$ cat src/rtl/riscv_pipe_pkg.sv
// rtl/riscv_pipe_pkg.sv - shared constants and types for the RV64 pipeline MEM/WB slice
package riscv_pipe_pkg;

  localparam int XLEN_DEF = 64;
  localparam logic [4:0] REG_X0 = 5'd0;

  // ex_ctrl bit positions: {RegWrite, MemtoReg, MemRead, MemWrite}
  localparam int CTRL_REGWRITE = 3;
  localparam int CTRL_MEMTOREG = 2;
  localparam int CTRL_MEMREAD  = 1;
  localparam int CTRL_MEMWRITE = 0;

  typedef enum logic [0:0] {
    IDLE   = 1'b0,
    ACCESS = 1'b1
  } mem_fsm_t;

endpackage

$ cat src/rtl/mem_wb_reg.sv
// rtl/mem_wb_reg.sv - MEM/WB pipeline register with bubble insert and x0 write suppression
module mem_wb_reg
  import riscv_pipe_pkg::*;
#(
  parameter int XLEN = XLEN_DEF
) (
  input  logic            clk,
  input  logic            rst_n,
  input  logic            load_valid_i,
  input  logic [4:0]      rd_i,
  input  logic            regwrite_i,
  input  logic [XLEN-1:0] data_i,
  input  logic            misalign_i,
  output logic [XLEN-1:0] data_o,
  output logic [4:0]      rd_o,
  output logic            regwrite_o,
  output logic            misalign_o
);

  logic [XLEN-1:0] data_q, data_d;
  logic [4:0]      rd_q, rd_d;
  logic            regwrite_q, regwrite_d;
  logic            misalign_q, misalign_d;

  // A bubble only clears regwrite; data/rd keep their last value.
  always_comb begin
    data_d     = data_q;
    rd_d       = rd_q;
    regwrite_d = load_valid_i & regwrite_i & (rd_i != REG_X0);
    misalign_d = misalign_i;
    if (load_valid_i) begin
      data_d = data_i;
      rd_d   = rd_i;
    end
  end

  always_ff @(posedge clk or negedge rst_n) begin
    if (!rst_n) begin
      data_q     <= '0;
      rd_q       <= '0;
      regwrite_q <= 1'b0;
      misalign_q <= 1'b0;
    end else begin
      data_q     <= data_d;
      rd_q       <= rd_d;
      regwrite_q <= regwrite_d;
      misalign_q <= misalign_d;
    end
  end

  assign data_o     = data_q;
  assign rd_o       = rd_q;
  assign regwrite_o = regwrite_q;
  assign misalign_o = misalign_q;

endmodule

$ cat src/rtl/mem_wb_stage.sv
// rtl/mem_wb_stage.sv - EX/MEM register, data-memory access FSM and MEM/WB forwarding sources
// Optional build macro: MEM_MISALIGN_TRAP_EN
module mem_wb_stage
  import riscv_pipe_pkg::*;
#(
  parameter int XLEN   = XLEN_DEF,
  parameter int ADDR_W = 64
) (
  input  logic              clk,
  input  logic              rst_n,
  input  logic              ex_valid,
  input  logic [XLEN-1:0]   ex_alu_result,
  input  logic [XLEN-1:0]   ex_store_data,
  input  logic [4:0]        ex_rd,
  input  logic [3:0]        ex_ctrl,
  output logic [XLEN-1:0]   exmem_alu,
  output logic [4:0]        exmem_rd,
  output logic              exmem_regwrite,
  output logic [XLEN-1:0]   memwb_data,
  output logic [4:0]        memwb_rd,
  output logic              memwb_regwrite,
  output logic              stall,
  output logic              dmem_req,
  output logic              dmem_we,
  output logic [ADDR_W-1:0] dmem_addr,
  output logic [XLEN-1:0]   dmem_wdata,
  input  logic              dmem_ready,
  input  logic [XLEN-1:0]   dmem_rdata,
  output logic              mem_misalign
);

  logic            exm_valid_q, exm_valid_d;
  logic [XLEN-1:0] exm_alu_q, exm_alu_d;
  logic [XLEN-1:0] exm_wdata_q, exm_wdata_d;
  logic [4:0]      exm_rd_q, exm_rd_d;
  logic [3:0]      exm_ctrl_q, exm_ctrl_d;
  mem_fsm_t        state_q, state_d;

  logic mem_op, misalign_w, mem_go, complete;

  // EX/MEM freezes while the memory access is outstanding
  always_comb begin
    exm_valid_d = ex_valid;
    exm_alu_d   = ex_alu_result;
    exm_wdata_d = ex_store_data;
    exm_rd_d    = ex_rd;
    exm_ctrl_d  = ex_ctrl;
    if (stall) begin
      exm_valid_d = exm_valid_q;
      exm_alu_d   = exm_alu_q;
      exm_wdata_d = exm_wdata_q;
      exm_rd_d    = exm_rd_q;
      exm_ctrl_d  = exm_ctrl_q;
    end
  end

  always_ff @(posedge clk or negedge rst_n) begin
    if (!rst_n) begin
      exm_valid_q <= 1'b0;
      exm_alu_q   <= '0;
      exm_wdata_q <= '0;
      exm_rd_q    <= '0;
      exm_ctrl_q  <= '0;
      state_q     <= IDLE;
    end else begin
      exm_valid_q <= exm_valid_d;
      exm_alu_q   <= exm_alu_d;
      exm_wdata_q <= exm_wdata_d;
      exm_rd_q    <= exm_rd_d;
      exm_ctrl_q  <= exm_ctrl_d;
      state_q     <= state_d;
    end
  end

  assign mem_op = exm_valid_q & (exm_ctrl_q[CTRL_MEMREAD] | exm_ctrl_q[CTRL_MEMWRITE]);

`ifdef MEM_MISALIGN_TRAP_EN
  assign misalign_w = mem_op & (exm_alu_q[2:0] != 3'b000);
`else
  assign misalign_w = 1'b0;
`endif

  assign mem_go = mem_op & ~misalign_w;

  always_comb begin
    dmem_req = 1'b0;
    stall    = 1'b0;
    state_d  = state_q;
    case (state_q)
      IDLE: begin
        dmem_req = mem_go;
        stall    = mem_go & ~dmem_ready;
        state_d  = (mem_go & ~dmem_ready) ? ACCESS : IDLE;
      end
      ACCESS: begin
        dmem_req = 1'b1;
        stall    = ~dmem_ready;
        state_d  = dmem_ready ? IDLE : ACCESS;
      end
      default: state_d = IDLE;
    endcase
  end

  assign complete = exm_valid_q & ~stall & ~misalign_w;

  mem_wb_reg #(.XLEN(XLEN)) u_mem_wb_reg (
    .clk          (clk),
    .rst_n        (rst_n),
    .load_valid_i (complete),
    .rd_i         (exm_rd_q),
    .regwrite_i   (exm_ctrl_q[CTRL_REGWRITE] & ~exm_ctrl_q[CTRL_MEMWRITE]),
    .data_i       (exm_ctrl_q[CTRL_MEMTOREG] ? dmem_rdata : exm_alu_q),
    .misalign_i   (misalign_w),
    .data_o       (memwb_data),
    .rd_o         (memwb_rd),
    .regwrite_o   (memwb_regwrite),
    .misalign_o   (mem_misalign)
  );

  assign exmem_alu      = exm_alu_q;
  assign exmem_rd       = exm_rd_q;
  assign exmem_regwrite = exm_valid_q & exm_ctrl_q[CTRL_REGWRITE];
  assign dmem_we        = exm_ctrl_q[CTRL_MEMWRITE];
  assign dmem_addr      = exm_alu_q[ADDR_W-1:0];
  assign dmem_wdata     = exm_wdata_q;

endmodule

$ cat config.mk
export PLATFORM = sky130hd
export DESIGN_NAME = mem_wb_stage
export DESIGN_NICKNAME = d
export VERILOG_FILES = /design/src/rtl/riscv_pipe_pkg.sv /design/src/rtl/mem_wb_reg.sv /design/src/rtl/mem_wb_stage.sv
export SDC_FILE = /design/constraint.sdc
export NUM_CORES = 1
export LEC_CHECK = 0
export BUFFER_PORTS_ARGS = -buffer_cell sky130_fd_sc_hd__buf_4
export CAP_MARGIN = 20
export CORE_MARGIN = 5
export CORE_UTILIZATION = 30
export DETAILED_ROUTE_END_ITERATION = 7
export HOLD_SLACK_MARGIN = 0.03
export SYNTH_ARGS = -nofsm -noshare
export SYNTH_HDL_FRONTEND = slang
export SYNTH_SLANG_ARGS = --single-unit
$ cat constraint.sdc
create_clock -name clk -period 2.27 [get_ports clk]
set_input_delay 0.454 -clock clk [delete_from_list [all_inputs] [get_ports clk]]
set_output_delay 0.454 -clock clk [all_outputs]
set_load 0.005 [all_outputs]
# Yosys cells after proc, flatten, opt, wreduce, memory -nomap -nowiden
# Index checks and enable logic that the tools add are counted.
# op_classes
add_sub_neg	0
multipliers	0
div_mod_pow	0
order_cmp	0
n_eq_ne	0
shift	0
n_mux	6
bitwise	12
n_reduce_logical	1
# ops
cell	count
$mux 64	1
$and 1x1->1	7
$pmux 1 s2	3
$reduce_bool 5->1	1
$not 1->1	4
$mux 1	2
$or 1x1->1	1
# word_totals
regBits	209
latchBits	0
ramBits	0
rom_bits	0
in_bits	205
output_inout_bits	272
wordCells	28
n_memories	0

# Depth between registers and ports, before layout
# Gate-level depths: netlist (run 1).
# logic_depth
depth_word	8
mapped_depth	5
mapped_depth_nobuf	3

# Modules after synthesis
# Synthesis (run 1) repeated with hierarchy kept, for this count alone.
# hier_totals
hier_cells	585
hier_area_um2	9589.2
# modules_own_cells
mod	instances	cells_per_inst	area_per_inst_um2	seq_area_each_um2
mem_wb_stage	1	435	6932.9	3478.3
mem_wb_reg	1	150	2656.3	1776.7

# Worst setup path after synthesis (run 1)
# No wires, ideal clock.
# synth_path
path_type	register -> register
start	reg exm_ctrl_q[0]
end	reg u_mem_wb_reg.data_q[24] (netlist: u_mem_wb_reg.data_o[24])
setup_time_ns	0.125
arrival_ns	1.336
required_time_ns	2.145
slack_ns	0.809
path_stages_with_launch	5
n_path_buf	1
synth_period_minus_slack_ns	1.461
cell_sequence	dfrtp_1 > nor3_1 > o21ai_2 > buf_4 > mux2_2
# synth_between
elab_chain_cells	6
# synth_rtl
item	line	text
start: declaration	mem_wb_stage.sv:36	logic [3:0] exm_ctrl_q, exm_ctrl_d;
start signal: assignment	mem_wb_stage.sv:70	exm_ctrl_q <= exm_ctrl_d;
$or 1x1->1	mem_wb_stage.sv:75	assign mem_op = exm_valid_q & (exm_ctrl_q[CTRL_MEMREAD] | exm_ctrl_q[CTRL_MEMWRITE]);
$and 1x1->1	mem_wb_stage.sv:75	
$and 1x1->1	mem_wb_stage.sv:92	stall = mem_go & ~dmem_ready;
$pmux 1 s2	mem_wb_stage.sv:89	case (state_q)
$not 1->1	mem_wb_stage.sv:104	assign complete = exm_valid_q & ~stall & ~misalign_w;
$and 1x1->1	mem_wb_stage.sv:104	
end signal: assignment	mem_wb_reg.sv:44	data_q <= data_d;
end: declaration	mem_wb_reg.sv:20	logic [XLEN-1:0] data_q, data_d;
# Every way passes these cells.
# A chain may end at the register's enable or synchronous reset.

# Worst setup path after layout (run 1)
# layout_path
start	reg exm_valid_q
end	out stall
# layout_between
elab_chain_cells	3
# layout_rtl
item	line	text
start: declaration	mem_wb_stage.sv:32	logic exm_valid_q, exm_valid_d;
start signal: assignment	mem_wb_stage.sv:66	exm_valid_q <= exm_valid_d;
$and 1x1->1	mem_wb_stage.sv:75	
$and 1x1->1	mem_wb_stage.sv:92	
$pmux 1 s2	mem_wb_stage.sv:89	
end: declaration	mem_wb_stage.sv:22	output logic stall,
# Every way passes these cells.

==> impl_results.md, run 1 <==
* Die W at 184.2 µm
* Syn nets at 790
* Die Footprint at between 30000 and 40000 µm²
* Critical R2R Launch: exm_valid_q
* Total GRT Usage at between 15 and 20%
* Final wirelength at roughly 27 mm
* Syn Area/Cell at approximately 16 µm²
* Row count at 63
* Inserted Clock Buffers at 25
* Worst Hold End: dmem_wdata[54]
* Diode count at 0
* Root Buffer: clkbuf_16
* Worst-Skew Late Latency at approximately 520 ps
* Final WS setup at around 170 ps
* CTS tree: done
* Crit path max-delay cell type: dfrtp_1
* CP endpoint kind: output port
* Port bufs at between 400 and 500
* Placed insts at ~1400
* Fmax at approximately 480 MHz
* Final setup fails at 0
* Drt drc at 0
* Deepest clock path buffer count at 3
* Compound-Gate Fraction of Synth Area at 0.3709%
* Static Leak at ~6.3 nW
* GRT overflow at 0
* Critical Path Start: exm_valid_q
* Post-CTS sizing at 0
* Initial Util at 30.57%
* Post-CTS Setup Repair Bufs at 0
* Adder-Cell Fraction of Synth Area at 0%
* Final nets at ~1200
* Area contributors post-synth: dfrtp_1 (57%), mux2_2 (34%), buf_4 (5.5%), buf_6 (2.2%), buf_2 (0.44%)
* Global-route wire length before repair at between 40 and 50 mm
* Cell Area, Synth at about 9100 µm²
* WL/cell at ~19 µm
* Vias in the first global route at 6804
* Final hold vios at 0
* Worst R2R End: dmem_wdata[55]
* Minimum clock period at 2095 ps
* Core Area at 29800 µm²
* Worst hold start: ex_store_data[54]
* Mux share of post-synthesis cell area at between 30% and 40%
* Largest family of logic cells by synthesized area: multiplexers
* Synth warn at 0
* Layout area overhead at 48.55%
* H-tree depth at 1
* Worst-Margin Slew at around 550 ps
* Share of layout cells above drive strength 1 at approximately 78%
* Top Family by Delay on Critical Path: flip-flops
* Cell taking the most area after synthesis: dfrtp_1
* XOR/XNOR Fraction of Synth Area at 0%
* Die H at around 180 µm
* Count of pins over their slew limit at 0
* Initial drt markers at approximately 110
* Syn Inst Count at around 590
* Antenna-violating nets left at 0
* Clock Sinks at around 210
* Initial antenna violation count at 0
* Clock Skews at ~16 ps
* HPWL Detailed at between 20 and 25 mm
* Crit path required time at roughly 1800 ps
* Tot Pwr at between 10 and 15 mW
* GP Congestion at roughly 0.74
* Synthesized flop and latch total at between 200 and 250
* Max incr delay on CP at around 430 ps
* Max_cap viols at 0
* Slew headroom at between 60% and 70%
* Seq/Total Area, Yosys at 57.43%
* Final worst-path cycle share at between 90% and 100%
* TritonRoute pass-1 iters at 4
* Status: finished clean
* Area fraction of the dominant cell type after synthesis at 57.43%
* Worst-path clk slew at roughly 60 ps
* Netlist cell types at 16
* Setup TNS at 0 ps
* Critical Path Fanout Max at 21
* Critical Path AT at 1640 ps
* CP Class: reg -> out
* Startpoint Class: flop
* Simple-Gate Fraction of Synth Area at less than 1%
* Peak VDD IR at between 0.4 and 0.5 mV
* Pwr dens at between 900 and 1000 nW/µm²
* Io pins at 477
* Largest net degree at the start of global routing at between 60 and 70
* Critical path buffer and inverter count at 2
* Reg2Reg Setup Slack at 470 ps
* Dpl ws at 438.6 ps
* WHS Path Cells at 2
* Crit path cell chain: o21ai_2, a21oi_4, buf_12, buf_4
* Vias per Instance at ~4.4
* Post-route insts no fill at about 1400
* Via count at slightly above 6000
* Worst reg2reg path depth at 5
* RSZ-0062 raised after global routing: false
* HP Class: in -> reg
-- worst max path at each step --
stage                                    endpoint  slack (ps)  cells past startpoint
final                                       stall         170                      4
after global routing                        stall          70                      4
after CTS                                   stall         130                      4
after detailed placement  u_mem_wb_reg.data_o[40]         440                      4
after global placement    u_mem_wb_reg.data_o[38]         470                      4
after floorplan           u_mem_wb_reg.data_o[24]         810                      4
-- timing repair --
item / CTS / global route
endpoints found under the setup margin: 0 / 0
hold buffers: 1 / 0
endpoints found under the hold margin: 53 / 0
-- area by class of cell --
class,instances,area [µm²]
Fill cell,2739,16270
Sequential cell,209,5234
Timing Repair Buffer,492,3827
Multi-Input combinational cell,281,3132
Clock buffer,40,782.0
Tap cell,390,488.0
Clock inverter,6,62.56
Inverter,1,3.754
-- flip-flops by register name (all words and copies together), names as in the netlist --
name	cells
dmem_addr	64
exm_valid_q	1
dmem_wdata	64
u_mem_wb_reg.regwrite_o	1
state_q	1
u_mem_wb_reg.data_o	64
exm_ctrl_q	4
u_mem_wb_reg.rd_o	5
exmem_rd	5
-- cells by family after synthesis --
logic type / count (synthesis)
flops: 209
other cells: 1
buf+inv: 95
simple gates: 6
compound gates: 3
mux: 271
-- metal layers --
layer  GRT usage (%)  up-vias  wire (µm)
met5               0        -          0
met1           17.04     3019       9852
li1                -     2838          -
met2           27.64      283      14170
met3           4.381       48       2371
met4           4.437        0        825
-- cell usage in the layout (no fill, tap or decap) --
master	n
clkbuf_8	11
clkbuf_16	25
nor4b_1	1
nand2_1	1
dfrtp_4	1
inv_6	2
o21ai_4	1
clkinv_2	3
a21oi_4	1
or4_1	1
dlygate4sd3_1	1
and2_1	1
buf_12	10
bufinv_16	1
clkbuf_1	5
o21ai_2	1
conb_1	1
nor2_1	1
inv_1	1
mux2_2	271
buf_4	480
dfrtp_1	208
nor3_1	1
-- cell usage after synthesis --
master,instances
buf_4,67
clkbuf_1,1
buf_6,18
mux2_2,271
nand2_1,1
nor3_1,1
conb_1,1
dfrtp_1,209
nor4b_1,1
or4_1,1
inv_1,1
o21ai_2,2
nor2_1,1
a21oi_4,1
buf_2,8
and2_1,1
-- where the power goes --
group          switching (mW)  total [mW]  internal [mW]
sequential              0.579        5.13           4.56
combinational            1.28        3.66           2.38
clock                    1.57        4.04           2.47
total                    3.43        12.8           9.40
-- metrics by stage --
stage	cell area [µm²]	hold slack (ps)	util [%]
global placement	12670	489.8	42.54
floorplan	9107	158.4	-
global route	13530	125.5	45.41
detailed placement	12670	493.3	42.54
CTS	13530	117.7	45.41
finish	13530	159.0	45.41
No activity file was read; power rests on OpenSTA's default activity.
==> run 2: changes to the inputs <==
Settings changed: PLACE_DENSITY_LB_ADDON set to 0.12, RECOVER_POWER set to 50.
==> impl_results.md, run 2 (synthesized netlist as in run 1, its figures left out) <==
* Worst-path clk slew at 60 ps (about the same)
* Count of pins over their slew limit at 0 (unchanged)
* Post-CTS Setup Repair Bufs at 0 (unchanged)
* Final nets at 1217 (+0.16%)
* CTS tree: done
* Largest net degree at the start of global routing at 76 (+23%)
* Worst R2R End: dmem_wdata[60]
* Crit path required time at 1820 ps (about the same)
* Vias per Instance at 4.383 (+0.50%)
* GRT overflow at 0 (unchanged)
* Max_cap viols at 0 (unchanged)
* Critical Path AT at 1690 ps (+50 ps)
* Last element of the critical path: stall
* GP Congestion at 0.7421 (+0.15%)
* Layout fillers at 2882 (+5.2%)
* NetSw at 3.352 mW (-2.2%)
* Final worst-path cycle share at 94.32% (+2.0 points)
* Die Footprint at 33940 µm² (unchanged)
* Commonest non-fill, non-tap cells in the layout: buf_4 (348), mux2_2 (271), dfrtp_1 (208)
* Peak VDD IR at 0.4897 mV (+1.4%)
* Clock power frac at 31.9% (+0.4 points)
* Fmax at 467.0 MHz (-2.2%)
* Static Leak at 6.047 nW (-4.8%)
* Critical R2R Launch: exm_valid_q
* Startpoint Class: flop
* Initial Util at 30.57% (unchanged)
* Via count at 6219 (+0.50%)
* Root Buffer: clkbuf_16
* WL/cell at 19.46 µm (+1.4%)
* RSZ-0062 raised after global routing: false
* Antenna-violating nets left at 0 (unchanged)
* Final wirelength at 27.61 mm (+1.4%)
* Reg2Reg Setup Slack at 230 ps (-240 ps)
* Deepest clock path buffer count at 3 (unchanged)
* Minimum clock period at 2141 ps (+46.06 ps)
* Worst-Margin Slew at 1103 ps (+551.2 ps)
* Final setup fails at 0 (unchanged)
* Setup TNS at 0 ps (unchanged)
* Total GRT Usage at 15.39% (+0.28 points)
* Worst reg2reg path depth at 4 (-1)
* Clock Sinks at 209 (unchanged)
* Inserted Clock Buffers at 25 (unchanged)
* Initial antenna violation count at 0 (unchanged)
* TritonRoute pass-1 iters at 4 (unchanged)
* Reg power frac at 41.2% (+1.2 points)
* Logic gate share of total power at 26.8% (-1.7 points)
* Clock Skews at 10.77 ps (-4.868 ps)
* Slew headroom at 26.50% (-37 points)
* Tot Pwr at 12.37 mW (-3.6%)
* Status: finished clean
* Vias in the first global route at 6614 (-2.8%)
* Net Sw Frac at 27.11% (+0.38 points)
* Initial drt markers at 145 (+28%)
* Share of layout cells above drive strength 1 at 71.62% (-6.8 points)
* Port bufs at 475 (unchanged)
* Pwr dens at 937.7 nW/µm² (-1.1%)
* CP Class: reg -> out
* Worst-Skew Late Latency at 510 ps (about the same)
* Layout area overhead at 44.79%
* Critical Path Start: exm_valid_q
* Global-route wire length before repair at 40.92 mm (+1.4%)
* Die W at 184.2 µm (unchanged)
* Final hold vios at 0 (unchanged)
* Final instance area at 13190 µm² (-2.5%)
* Fin util at 44.26% (-1.2 points)
* HP Class: in -> reg
* Placed Area at 12690 µm² (about the same)
* Dpl ws at 527.0 ps (+88.45 ps)
* Diode count at 0 (unchanged)
* Post-CTS sizing at 0 (unchanged)
* Drt drc at 0 (unchanged)
* Io pins at 477 (unchanged)
* Pint at 9.013 mW (-4.1%)
* Commonest non-fill, non-tap cell in the layout: buf_4
* Critical Path Fanout Max at 8 (-62%)
* Die H at 184.2 µm (unchanged)
* H-tree depth at 1 (unchanged)
* Row count at 63 (unchanged)
* Final WS setup at 128.9 ps (-46.06 ps)
* Core Area at 29800 µm² (unchanged)
* HPWL Detailed at 21.25 mm (+1.7%)
* CP endpoint kind: output port
* Worst hold start: ex_alu_result[4]
[run 2: cell count changes in the layout (fill, tap and decap cells not counted), sizes merged]
cell,before,now
clkinvlp,0,2
inv,3,1
buf,490,355
clkbuf,41,176
[run 2: worst min-delay path by stage]
stage	to	cells after the start
after floorplan	dmem_addr[0]	0
after global placement	u_mem_wb_reg.data_o[19]	1
after detailed placement	u_mem_wb_reg.data_o[14]	1
after CTS	dmem_addr[4]	2
after global routing	dmem_addr[9]	2
final	dmem_addr[4]	2
[run 2: repair_timing]
item,in CTS,in global routing
setup endpoints to repair,0,1
hold buffers,1,0
endpoints found under the hold margin,41,0
[run 2: power by group through the flow]
stage	clock (mW)	combinational (mW)	sequential, mW
final	3.95	3.32	5.10
after global routing	4.26	3.62	5.21
after CTS	4.11	3.77	5.13
after detailed placement	0	3.76	5.18
after global placement	0	3.77	5.15
after floorplan	0	1.63	5.13
[run 2: cell type report]
type	count	area (µm²)	area share (%)
inverters	1	3.754	0.02847
repair buffers	494	3507	26.60
multi-input cells	281	3132	23.75
clock inverters	6	60.06	0.4555
clock buffers	38	764.5	5.798
well taps	390	488.0	3.701
flip-flops and latches	209	5231	39.67
[run 2: metrics by stage]
stage | hold slack [ps] | cells
6_report | 174.3 | 1419
5_1_grt | 145.8 | 1419
4_1_cts | 137.8 | 1419
3_5_place_dp | 494.1 | 1374
3_3_place_gp | 488.3 | 1374
2_1_floorplan | 158.4 | 585
[run 2: worst max-delay path, cell delays in order, from the launching register on]
cell,delay [ps]
dfrtp_1,430
o21ai_2,110
a21oi_4,270
buf_4,230
buf_4,130
[run 2: metal layers]
layer	part of all wire, %	GRT usage (%)	routed length (µm)	vias to the layer above
li1	-	-	-	2842
met1	37	17.96	10130	3087
met2	53	28.00	14620	266
met3	8.8	4.894	2419	24
met4	1.6	2.721	436	0
met5	0	0	0	-
==> run 3: changes to the inputs <==
Settings changed: HOLD_SLACK_MARGIN 0.03 to not set, PLACE_DENSITY_LB_ADDON 0.12 to not set.
==> impl_results.md, run 3 (synthesized netlist as in run 1, its figures left out) <==
* Status: finished clean
* Initial antenna violation count at 0 (unchanged)
* Initial drt markers at 103 (-29%)
* Crit path required time at 1820 ps (about the same)
* Final worst-path cycle share at 92.17% (-2.1 points)
* Startpoint Class: flop
* CTS tree: done
* Die H at 184.2 µm (unchanged)
* RSZ-0062 raised after global routing: false
* Antenna-violating nets left at 0 (unchanged)
* Commonest non-fill, non-tap cells in the layout: buf_4 (359), mux2_2 (271), dfrtp_1 (208)
* Diode count at 0 (unchanged)
* CTS Hold Buffers Added at 1 (unchanged)
* HPWL Detailed at 20.89 mm (-1.7%)
* Static Leak at 6.093 nW (+0.76%)
* Max_cap viols at 0 (unchanged)
* Pwr dens at 945.6 nW/µm² (+0.84%)
* Root Buffer: clkbuf_16
* Setup TNS at 0 ps (unchanged)
* GP Congestion at 0.7410 (-0.15%)
* CP Class: reg -> out
* Post-CTS Setup Repair Bufs at 0 (unchanged)
* Slew headroom at 36.98% (+10 points)
* Die W at 184.2 µm (unchanged)
* Worst-path clk slew at 60 ps (about the same)
* Clock Sinks at 209 (unchanged)
* Fin util at 44.47% (+0.21 points)
* Minimum clock period at 2092 ps (-48.79 ps)
* Fmax at 477.9 MHz (+2.3%)
* WL/cell at 19.16 µm (-1.5%)
* Worst-Skew Late Latency at 520 ps (about the same)
* Die Footprint at 33940 µm² (unchanged)
* Initial Util at 30.57% (unchanged)
* TritonRoute pass-1 iters at 4 (unchanged)
* Final wirelength at 27.19 mm (-1.5%)
* Inserted Clock Buffers at 25 (unchanged)
* Commonest non-fill, non-tap cell in the layout: buf_4
* Count of pins over their slew limit at 0 (unchanged)
* Layout fillers at 2788 (-3.3%)
* Peak VDD IR at 0.4834 mV (-1.3%)
* Final nets at 1215 (-0.16%)
* CP endpoint kind: output port
* Largest net degree at the start of global routing at 62 (-18%)
* Clock Skews at 13.36 ps (+2.598 ps)
* GRT overflow at 0 (unchanged)
* Via count at 6173 (-0.74%)
* Total GRT Usage at 15.10% (-0.28 points)
* Critical Path Fanout Max at 21 (+13)
* Drt drc at 0 (unchanged)
* Vias per Instance at 4.350 (-0.74%)
* HP Class: in -> reg
* Worst-Margin Slew at 945.2 ps (-157.3 ps)
* Vias in the first global route at 6804 (+2.9%)
* Io pins at 477 (unchanged)
* Post-CTS sizing at 0 (unchanged)
* Tot Pwr at 12.53 mW (+1.3%)
* Final hold vios at 0 (unchanged)
* Share of layout cells above drive strength 1 at 72.30% (+0.68 points)
* Layout area overhead at 45.49%
* Deepest clock path buffer count at 3 (unchanged)
* Row count at 63 (unchanged)
* Global-route wire length before repair at 40.37 mm (-1.3%)
* Final setup fails at 0 (unchanged)
* Core Area at 29800 µm² (unchanged)
* Port bufs at 475 (unchanged)
* Critical Path AT at 1640 ps (-50 ps)
* H-tree depth at 1 (unchanged)
==> run 3: final timing paths <==
kind                                    startpoint                      end  slack [ps]  cells past startpoint
min in group asynchronous                    rst_n            dmem_addr[55]         480                      2
max in group asynchronous                    rst_n            dmem_wdata[6]         430                      3
setup / recovery                       exm_valid_q                    stall         180                      4
hold / removal                   ex_store_data[54]           dmem_wdata[54]         160                      2
setup reg to reg                       exm_valid_q           dmem_wdata[55]         470                      5
hold reg to reg            u_mem_wb_reg.data_o[62]  u_mem_wb_reg.data_o[62]         500                      1
==> run 3: layout make-up <==
class	instances	area (µm²)	area share [%]
clock buffers	40	782.0	5.902
clock inverters	6	62.56	0.4721
inverters	1	3.754	0.02833
multi-input cells	281	3132	23.64
flip-flops and latches	209	5234	39.50
well taps	390	488.0	3.683
repair buffers	492	3548	26.78
==> run 3: through the flow <==
stage / instances / instance area, µm² / setup slack [ps] / hold WS [ps]
floorplan: 585 / 9107 / 808.8 / 158.4
global placement: 1372 / 12670 / 472.6 / 489.8
detailed placement: 1372 / 12670 / 438.6 / 493.3
CTS: 1419 / 13530 / 126.4 / 117.7
global route: 1419 / 13250 / 74.16 / 125.5
finish: 1419 / 13250 / 177.7 / 158.7
==> run 3: power breakdown <==
| group | switching, mW | leakage [nW] | internal [mW] |
|---|---|---|---|
| combinational | 1.27 | 3.23 | 2.10 |
| clock | 1.57 | 0.421 | 2.47 |
| sequential | 0.567 | 2.44 | 4.55 |
| total | 3.41 | 6.09 | 9.12 |
==> run 3: worst max-delay path: stages (launching register included) <==
cell	delay, ps
dfrtp_1	430
o21ai_2	110
a21oi_4	230
buf_12	200
buf_4	130
==> run 3: routing by layer <==
layer	track usage (%)	up-vias	routed length [µm]	share of wire, %
li1	-	2837	-	-
met1	17.04	3002	9942	37
met2	27.64	283	14120	52
met3	4.381	51	2269	8.3
met4	4.437	0	864	3.2
met5	0	-	0	0
